**src/rtl/text_vram_pkg.sv**
```systemverilog
// Shared definitions for the text VRAM writer: geometry defaults, word layout,
// control codes, power-up attribute/blank character and the writer FSM states.
package text_vram_pkg;

  localparam int unsigned TV_COLS = 80;
  localparam int unsigned TV_ROWS = 30;

  localparam int unsigned COL_W  = 7;
  localparam int unsigned ROW_W  = 6;
  localparam int unsigned ADDR_W = ROW_W + COL_W;
  localparam int unsigned WORD_W = 16;

  // VRAM word fields: {bg, fg, char}
  localparam int unsigned CHAR_LSB = 0;
  localparam int unsigned CHAR_MSB = 7;
  localparam int unsigned FG_LSB   = 8;
  localparam int unsigned FG_MSB   = 11;
  localparam int unsigned BG_LSB   = 12;
  localparam int unsigned BG_MSB   = 15;

  localparam logic [7:0] CC_BS    = 8'h08;
  localparam logic [7:0] CC_TAB   = 8'h09;
  localparam logic [7:0] CC_LF    = 8'h0A;
  localparam logic [7:0] CC_FF    = 8'h0C;
  localparam logic [7:0] CC_CR    = 8'h0D;
  localparam logic [7:0] CC_SPACE = 8'h20;

  localparam logic [7:0] TV_DEFAULT_ATTR = 8'h07;
  localparam logic [7:0] TV_BLANK_CHAR   = 8'h20;

  typedef enum logic [2:0] {
    ST_INIT_CLEAR,
    ST_IDLE,
    ST_WRITE,
    ST_SCROLL_RD,
    ST_SCROLL_WR,
    ST_CLEAR_LINE,
    ST_CLEAR_SCREEN
  } console_state_e;

  function automatic logic [ADDR_W-1:0] vram_addr(input logic [ROW_W-1:0] row,
                                                  input logic [COL_W-1:0] col);
    return {row, col};
  endfunction

  function automatic logic [WORD_W-1:0] vram_word(input logic [7:0] attr,
                                                  input logic [7:0] ch);
    logic [WORD_W-1:0] w;
    w = '0;
    w[BG_MSB:BG_LSB]     = attr[7:4];
    w[FG_MSB:FG_LSB]     = attr[3:0];
    w[CHAR_MSB:CHAR_LSB] = ch;
    return w;
  endfunction

endpackage

```
**src/rtl/text_cursor_tracker.sv**
```systemverilog
// Cursor position registers and next-position rules for the console writer.
// Optional tab stops every 8 columns when TEXT_CONSOLE_TAB_EN is defined.
module text_cursor_tracker
  import text_vram_pkg::*;
#(
  parameter int unsigned COLS = TV_COLS,
  parameter int unsigned ROWS = TV_ROWS
) (
  input  logic             i_clk,
  input  logic             i_rst,
  input  logic             i_apply,
  input  logic             i_home,
  input  logic [7:0]       i_char,
  output logic [COL_W-1:0] o_col,
  output logic [ROW_W-1:0] o_row,
  output logic             o_scroll
);

  logic [COL_W-1:0] r_col;
  logic [ROW_W-1:0] r_row;
  logic [COL_W-1:0] w_col;
  logic [ROW_W-1:0] w_row;
  logic             w_newline;
  logic             w_scroll;
`ifdef TEXT_CONSOLE_TAB_EN
  logic [7:0]       w_tab;
`endif

  // Next cursor position for i_char; a newline on the last row requests a scroll
  always_comb begin
    w_col     = r_col;
    w_row     = r_row;
    w_newline = 1'b0;
    w_scroll  = 1'b0;
`ifdef TEXT_CONSOLE_TAB_EN
    w_tab     = {1'b0, r_col[6:3], 3'b000} + 8'd8;
`endif
    if (i_char >= CC_SPACE) begin
      if (r_col == COL_W'(COLS - 1)) w_newline = 1'b1;
      else                           w_col = r_col + 7'd1;
    end else begin
      case (i_char)
        CC_LF: w_newline = 1'b1;
        CC_CR: w_col = '0;
        CC_BS: if (r_col != '0) w_col = r_col - 7'd1;
`ifdef TEXT_CONSOLE_TAB_EN
        CC_TAB: begin
          if (w_tab >= 8'(COLS)) w_newline = 1'b1;
          else                   w_col = w_tab[6:0];
        end
`endif
        default: ;
      endcase
    end
    if (w_newline) begin
      w_col = '0;
      if (r_row == ROW_W'(ROWS - 1)) w_scroll = 1'b1;
      else                           w_row = r_row + 6'd1;
    end
  end

  // Commit the cursor on byte accept; clears home it on completion
  always_ff @(posedge i_clk) begin
    if (i_rst) begin
      r_col <= '0;
      r_row <= '0;
    end else if (i_home) begin
      r_col <= '0;
      r_row <= '0;
    end else if (i_apply) begin
      r_col <= w_col;
      r_row <= w_row;
    end
  end

  assign o_col    = r_col;
  assign o_row    = r_row;
  assign o_scroll = w_scroll;

endmodule

```
**src/rtl/text_console_writer.sv**
```systemverilog
// Console writer for the text VRAM: accepts a byte stream, writes characters at
// the cursor, scrolls and clears the screen. Tab support: TEXT_CONSOLE_TAB_EN.
module text_console_writer
  import text_vram_pkg::*;
#(
  parameter int unsigned COLS         = TV_COLS,
  parameter int unsigned ROWS         = TV_ROWS,
  parameter logic [7:0]  DEFAULT_ATTR = TV_DEFAULT_ATTR,
  parameter logic [7:0]  BLANK_CHAR   = TV_BLANK_CHAR
) (
  input  logic        in_clock,
  input  logic        in_reset,
  input  logic        in_char_valid,
  input  logic [7:0]  in_char,
  input  logic [7:0]  in_attr,
  output logic        out_char_ready,
  output logic [12:0] out_vmem_address,
  output logic        out_vmem_write_en,
  output logic [15:0] out_vmem_write_data,
  output logic        out_vmem_read_en,
  input  logic [15:0] in_vmem_read_data,
  output logic [6:0]  out_cursor_col,
  output logic [5:0]  out_cursor_row,
  output logic        out_busy
);

  console_state_e r_state, w_state;
  logic [6:0]  r_scan_row, w_scan_row;
  logic [7:0]  r_scan_col, w_scan_col;
  logic        r_scroll_pend, w_scroll_pend;
  logic [7:0]  r_attr;
  logic        r_ready, r_busy, r_we, r_re, r_pass;
  logic        w_we, w_re, w_pass;
  logic [12:0] r_addr, w_addr;
  logic [15:0] r_wdata, w_wdata;
  logic        w_accept, w_home, w_scroll_go, w_last_col;
  logic [6:0]  w_cur_col;
  logic [5:0]  w_cur_row;
  logic        w_trk_scroll;

  assign w_accept = r_ready & in_char_valid;

  text_cursor_tracker #(
    .COLS (COLS),
    .ROWS (ROWS)
  ) u_cursor (
    .i_clk    (in_clock),
    .i_rst    (in_reset),
    .i_apply  (w_accept),
    .i_home   (w_home),
    .i_char   (in_char),
    .o_col    (w_cur_col),
    .o_row    (w_cur_row),
    .o_scroll (w_trk_scroll)
  );

  // Next state plus the VRAM strobes/address/data to present next cycle.
  // Clears run one cycle behind their scan counter (the reset cycle cannot write);
  // the scroll path presents the access matching the state it enters.
  always_comb begin
    w_state       = r_state;
    w_scan_row    = r_scan_row;
    w_scan_col    = r_scan_col;
    w_scroll_pend = r_scroll_pend;
    w_we          = 1'b0;
    w_re          = 1'b0;
    w_pass        = 1'b0;
    w_addr        = r_addr;
    w_wdata       = r_wdata;
    w_home        = 1'b0;
    w_scroll_go   = 1'b0;
    w_last_col    = (r_scan_col == 8'(COLS - 1));
    case (r_state)
      ST_INIT_CLEAR, ST_CLEAR_SCREEN: begin
        if (r_scan_row == 7'(ROWS)) begin
          w_state = ST_IDLE;
          w_home  = 1'b1;
        end else begin
          w_we    = 1'b1;
          w_addr  = vram_addr(6'(r_scan_row), 7'(r_scan_col));
          w_wdata = vram_word(r_attr, BLANK_CHAR);
          if (w_last_col) begin
            w_scan_col = '0;
            w_scan_row = r_scan_row + 7'd1;
          end else begin
            w_scan_col = r_scan_col + 8'd1;
          end
        end
      end
      ST_IDLE: begin
        if (in_char_valid) begin
          if (in_char >= CC_SPACE) begin
            w_state       = ST_WRITE;
            w_we          = 1'b1;
            w_addr        = vram_addr(w_cur_row, w_cur_col);
            w_wdata       = vram_word(in_attr, in_char);
            w_scroll_pend = w_trk_scroll;
          end else if (in_char == CC_FF) begin
            w_state    = ST_CLEAR_SCREEN;
            w_scan_row = '0;
            w_scan_col = '0;
          end else if (w_trk_scroll) begin
            w_scroll_go = 1'b1;
          end
        end
      end
      ST_WRITE: begin
        w_scroll_pend = 1'b0;
        if (r_scroll_pend) w_scroll_go = 1'b1;
        else               w_state = ST_IDLE;
      end
      ST_SCROLL_RD: begin
        w_state = ST_SCROLL_WR;
        w_we    = 1'b1;
        w_pass  = 1'b1;
        w_addr  = vram_addr(6'(r_scan_row - 7'd1), 7'(r_scan_col));
      end
      ST_SCROLL_WR: begin
        if (w_last_col && (r_scan_row == 7'(ROWS - 1))) begin
          w_state    = ST_CLEAR_LINE;
          w_scan_col = '0;
          w_we       = 1'b1;
          w_addr     = vram_addr(6'(ROWS - 1), 7'd0);
          w_wdata    = vram_word(r_attr, BLANK_CHAR);
        end else begin
          w_state = ST_SCROLL_RD;
          w_re    = 1'b1;
          if (w_last_col) begin
            w_scan_col = '0;
            w_scan_row = r_scan_row + 7'd1;
          end else begin
            w_scan_col = r_scan_col + 8'd1;
          end
          w_addr = vram_addr(6'(w_scan_row), 7'(w_scan_col));
        end
      end
      ST_CLEAR_LINE: begin
        if (w_last_col) begin
          w_state = ST_IDLE;
        end else begin
          w_scan_col = r_scan_col + 8'd1;
          w_we       = 1'b1;
          w_addr     = vram_addr(6'(ROWS - 1), 7'(w_scan_col));
          w_wdata    = vram_word(r_attr, BLANK_CHAR);
        end
      end
      default: w_state = ST_INIT_CLEAR;
    endcase
    if (w_scroll_go) begin
      w_state    = ST_SCROLL_RD;
      w_re       = 1'b1;
      w_scan_row = 7'd1;
      w_scan_col = '0;
      w_addr     = vram_addr(6'd1, 7'd0);
    end
  end

  // State, scan counters and registered VRAM/handshake outputs
  always_ff @(posedge in_clock) begin
    if (in_reset) begin
      r_state       <= ST_INIT_CLEAR;
      r_scan_row    <= '0;
      r_scan_col    <= '0;
      r_scroll_pend <= 1'b0;
      r_attr        <= DEFAULT_ATTR;
      r_ready       <= 1'b0;
      r_busy        <= 1'b1;
      r_we          <= 1'b0;
      r_re          <= 1'b0;
      r_pass        <= 1'b0;
      r_addr        <= '0;
      r_wdata       <= '0;
    end else begin
      r_state       <= w_state;
      r_scan_row    <= w_scan_row;
      r_scan_col    <= w_scan_col;
      r_scroll_pend <= w_scroll_pend;
      if (w_accept) r_attr <= in_attr;
      r_ready       <= (w_state == ST_IDLE);
      r_busy        <= (w_state != ST_IDLE);
      r_we          <= w_we;
      r_re          <= w_re;
      r_pass        <= w_pass;
      r_addr        <= w_addr;
      r_wdata       <= w_wdata;
    end
  end

  // Scroll writes forward the word read one cycle earlier, keeping two cycles per cell
  assign out_vmem_write_data = r_pass ? in_vmem_read_data : r_wdata;
  assign out_char_ready      = r_ready;
  assign out_busy            = r_busy;
  assign out_vmem_write_en   = r_we;
  assign out_vmem_read_en    = r_re;
  assign out_vmem_address    = r_addr;
  assign out_cursor_col      = w_cur_col;
  assign out_cursor_row      = w_cur_row;

endmodule

```
**config.mk**
```make
export PLATFORM = sky130hd
export DESIGN_NAME = text_console_writer
export DESIGN_NICKNAME = d
export VERILOG_FILES = /design/src/rtl/text_vram_pkg.sv /design/src/rtl/text_cursor_tracker.sv /design/src/rtl/text_console_writer.sv
export SDC_FILE = /design/constraint.sdc
export NUM_CORES = 1
export LEC_CHECK = 0
export CAP_MARGIN = 20
export CELL_PAD_IN_SITES_DETAIL_PLACEMENT = 1
export CELL_PAD_IN_SITES_GLOBAL_PLACEMENT = 1
export CORE_MARGIN = 4
export CORE_UTILIZATION = 30
export CTS_BUF_LIST = sky130_fd_sc_hd__clkbuf_4 sky130_fd_sc_hd__clkbuf_8
export CTS_CLUSTER_SIZE = 30
export DETAILED_ROUTE_END_ITERATION = 10
export GPL_ROUTABILITY_DRIVEN = 0
export GPL_TIMING_DRIVEN = 0
export MAX_ROUTING_LAYER = met4
export PLACE_DENSITY = 0.74
export SLEW_MARGIN = 15
export SYNTH_ARGS = -nofsm -noshare
export SYNTH_HDL_FRONTEND = slang
export SYNTH_HIERARCHICAL = 1
export SYNTH_SLANG_ARGS = --single-unit
```
**constraint.sdc**
```tcl
create_clock -name in_clock -period 3.45 [get_ports in_clock]
set_input_delay 1.035 -clock in_clock [delete_from_list [all_inputs] [get_ports in_clock]]
set_output_delay 1.035 -clock in_clock [all_outputs]
set_load 0.02 [all_outputs]
```
==> impl_metrics.ini <==
[cts]
clkTransAtPathRegs_ns = 0.08
ctsHoldBuffers = 0
numCtsBuffers = 9
cts_tree = built
clock_path_buffers = 2
clockRootBuffer = clkbuf_8
insertion_delay_ns = 0.38
htreeDepth = 3
clock_sinks = 74

[cells_and_area]
final_area_um2 = 6060
area_growth_pct = 28.8
nFillCells = 1867
diodes = 0
drive_gt1_frac = 0.124
nets = 738

[global_routing]
grt_start_max_net_pins = 15
antenna_found_initial = 0
grt_pass1_vias = 5221
grt_pass1_wl_um = 27900
grt-ovfl-total = 0
grt_usage = 0.200

[placement]
io_buffers = 80
postPlaceCellArea_um2 = 5770
hpwl_um = 13100

[setup_path]
slowest_stage = or4b_1
worstSetupPathType = in -> reg
end_kind = flip-flop
critical_path_depth = 11
crit_path_start_kind = input port
reg2regPathDepth = 8
cpLargestDelayFamily = simple AND/OR/NAND/NOR gates
critical_path.cell_chain = dlygate4sd2_1, or4b_1, buf_4, or3_4, nand2_4, and2_4, o21ai_2, o21a_2, clkbuf_8, a22o_1, a21o_1
critPathMaxFanout = 10
arrival_ns = 3.64
worstPathRequired_ns = 3.73
crit_buf_inv = 3
critPathMaxStageDelay_ns = 0.51

[min_path]
hold_class = reg -> reg
hold_depth = 2

[drt]
wl_per_cell_um = 19.0
vias_per_cell = 5.47
vias = 4974
drtAntennaViolNets = 0
first_pass_iters = 4
routed_wirelength_um = 17300
drtIter0Drc = 263
drc = 0

[floorplan]
core_um2 = 15300
num_io_pins = 81
rows = 45
start_util = 0.307
die_x_um = 133
dieArea_um2 = 17800
die_y_um = 133

[sta]
fin_skew_ns = 0.0114
setup_viol = 0
tightest_slew_ns = 1.06
fin_crit_sh = 0.975
hold_viol = 0
slew_headroom = 0.291
fin_crit_ns = 3.36
fin_hold_ws_ns = 0.458
tns_ns = 0
slew_viol_final = 0
fmax_mhz = 297
rsz0062_at_grt = false

[yosys]
ys_types = 80
ys_async_sr_fraction = 0
synth_edf_count = 0
syn_area_um2 = 4710
synthesis.nets = 644
synth_area_leaders = dfxtp_1 31%, nand2_1 5.7%, a21oi_1 5.1%
ys_seq_elements = 74
avgSynthCellArea_um2 = 7.85
ys_seq_area_frac = 0.315
yosys_warnings = 6
synth_top_area_share = 0.315
synth_ff_type = dfxtp_1
yosys.area.top_type = dfxtp_1
synth_cells = 600

[power]
ir_drop_uv = 167
p_total_mw = 1.78
static-leakage-power_nw = 2.21
p_per_area_nw_per_um2 = 293

[outcome]
status = completed

[flow_run]
cap_viol_max_count = 0
per-layer routing:
layer | routed length, µm | up-vias | global-route usage | part of all wire
li1 | - | 2388 | - | -
met1 | 7950 | 2414 | 0.249 | 0.46
met2 | 8030 | 141 | 0.319 | 0.46
met3 | 937 | 31 | 0.0487 | 0.054
met4 | 354 | 0 | 0.0657 | 0.020
met5 | 0 | - | - | 0
registers in the layout (all words and copies together) (netlist names):
name,flops
r_wdata,16
r_attr,8
out_vmem_write_en,1
out_char_ready,1
r_pass,1
r_scroll_pend,1
out_vmem_address,13
u_cursor/o_col,7
u_cursor/o_row,6
r_state,3
r_scan_row,7
r_scan_col,8
out_busy,1
out_vmem_read_en,1
area by class of cell:
type                            instances  area (µm²)  area share
Inverter                               19        71.3      0.0118
Clock buffer                            9         124      0.0204
Timing Repair Buffer                   84         830       0.137
Tap cell                              211         264      0.0436
Multi-Input combinational cell        470        2990       0.494
Clock inverter                          7         100      0.0165
Buffer                                 36         198      0.0326
Sequential cell                        74        1480       0.244
worst paths after layout:
path	startpoint	end	slack, ns
setup / recovery	in_char[2]	r_scan_row[3]	0.09
hold / removal	r_wdata[1]	r_wdata[1]	0.46
setup reg to reg	u_cursor/o_col[0]	u_cursor/o_col[3]	0.65
hold reg to reg	r_wdata[1]	r_wdata[1]	0.46
cell usage in the layout (no fill, tap or decap), types with 18 or more instances in the layout:
| master | n |
|---|---|
| inv_1 | 18 |
| nor2_1 | 64 |
| a21oi_1 | 48 |
| o21ai_0 | 34 |
| clkdlybuf4s50_1 | 73 |
| clkbuf_1 | 18 |
| nand2_1 | 71 |
| nand3_1 | 25 |
| mux2_2 | 18 |
| dfxtp_1 | 74 |
cells by family (layout without fill, tap and decap cells):
logic type                 count (synthesis)  after routing  synth area share
DFF                                       74             74             0.315
AOI/OAI and AO/OA                        170            170             0.254
muxes                                     20             20            0.0473
and+or+nand+nor                          253            253             0.271
xor gates and xnor gates                  18             18            0.0335
adders and majority gates                  9              9            0.0239
buffers and inverters                     56            155            0.0550
timing repair:
item                       in CTS  in global routing
setup buffers                   4                  0
pin swaps                       4                  2
gates resized for setup        16                  8
setup endpoints to repair      40                 15
synth_stat cells (3+ instances only):
library cell,count
a211oi_1,9
a21o_1,5
a21oi_1,48
a22o_1,5
a22oi_1,5
a311oi_2,8
a31oi_1,10
a32o_1,3
a32oi_1,3
and2_1,5
and3_1,7
buf_1,3
buf_2,7
clkbuf_1,21
dfxtp_1,74
ha_1,9
inv_1,18
mux2_2,18
nand2_1,72
nand2b_1,5
nand3_1,25
nand3b_1,4
nand4_1,11
nor2_1,64
nor2b_1,4
nor3_1,14
nor3b_1,3
nor4_1,3
o211ai_1,3
o21ai_0,34
o22ai_1,3
or3_1,11
or4_1,4
xnor2_1,7
xor2_1,11
stage by stage:
stage	utilization	instances	setup slack [ns]
2_1_floorplan	-	600	0.139
3_3_place_gp	0.377	891	-1.04
3_5_place_dp	0.377	891	-1.07
4_1_cts	0.396	911	0.0145
5_1_grt	0.396	910	0.0165
6_report	0.396	910	0.0857
power breakdown:
| part | switching [mW] | internal (mW) | leakage, nW | total, mW |
|---|---|---|---|---|
| logic | 0.0658 | 0.0662 | 1.50 | 0.132 |
| clock network | 0.366 | 0.413 | 0.114 | 0.779 |
| registers | 0.00643 | 0.861 | 0.599 | 0.868 |
worst reg2reg max path, delay by kind of cell (launching register included):
| kind | cells | cell delay [ns] |
|---|---|---|
| fa+ha+maj | 1 | 0.20 |
| flops | 1 | 0.46 |
| buf+inv | 2 | 0.56 |
| compound gates | 3 | 0.79 |
| simple gates | 2 | 0.68 |
Power figures use the tool's default switching activity.
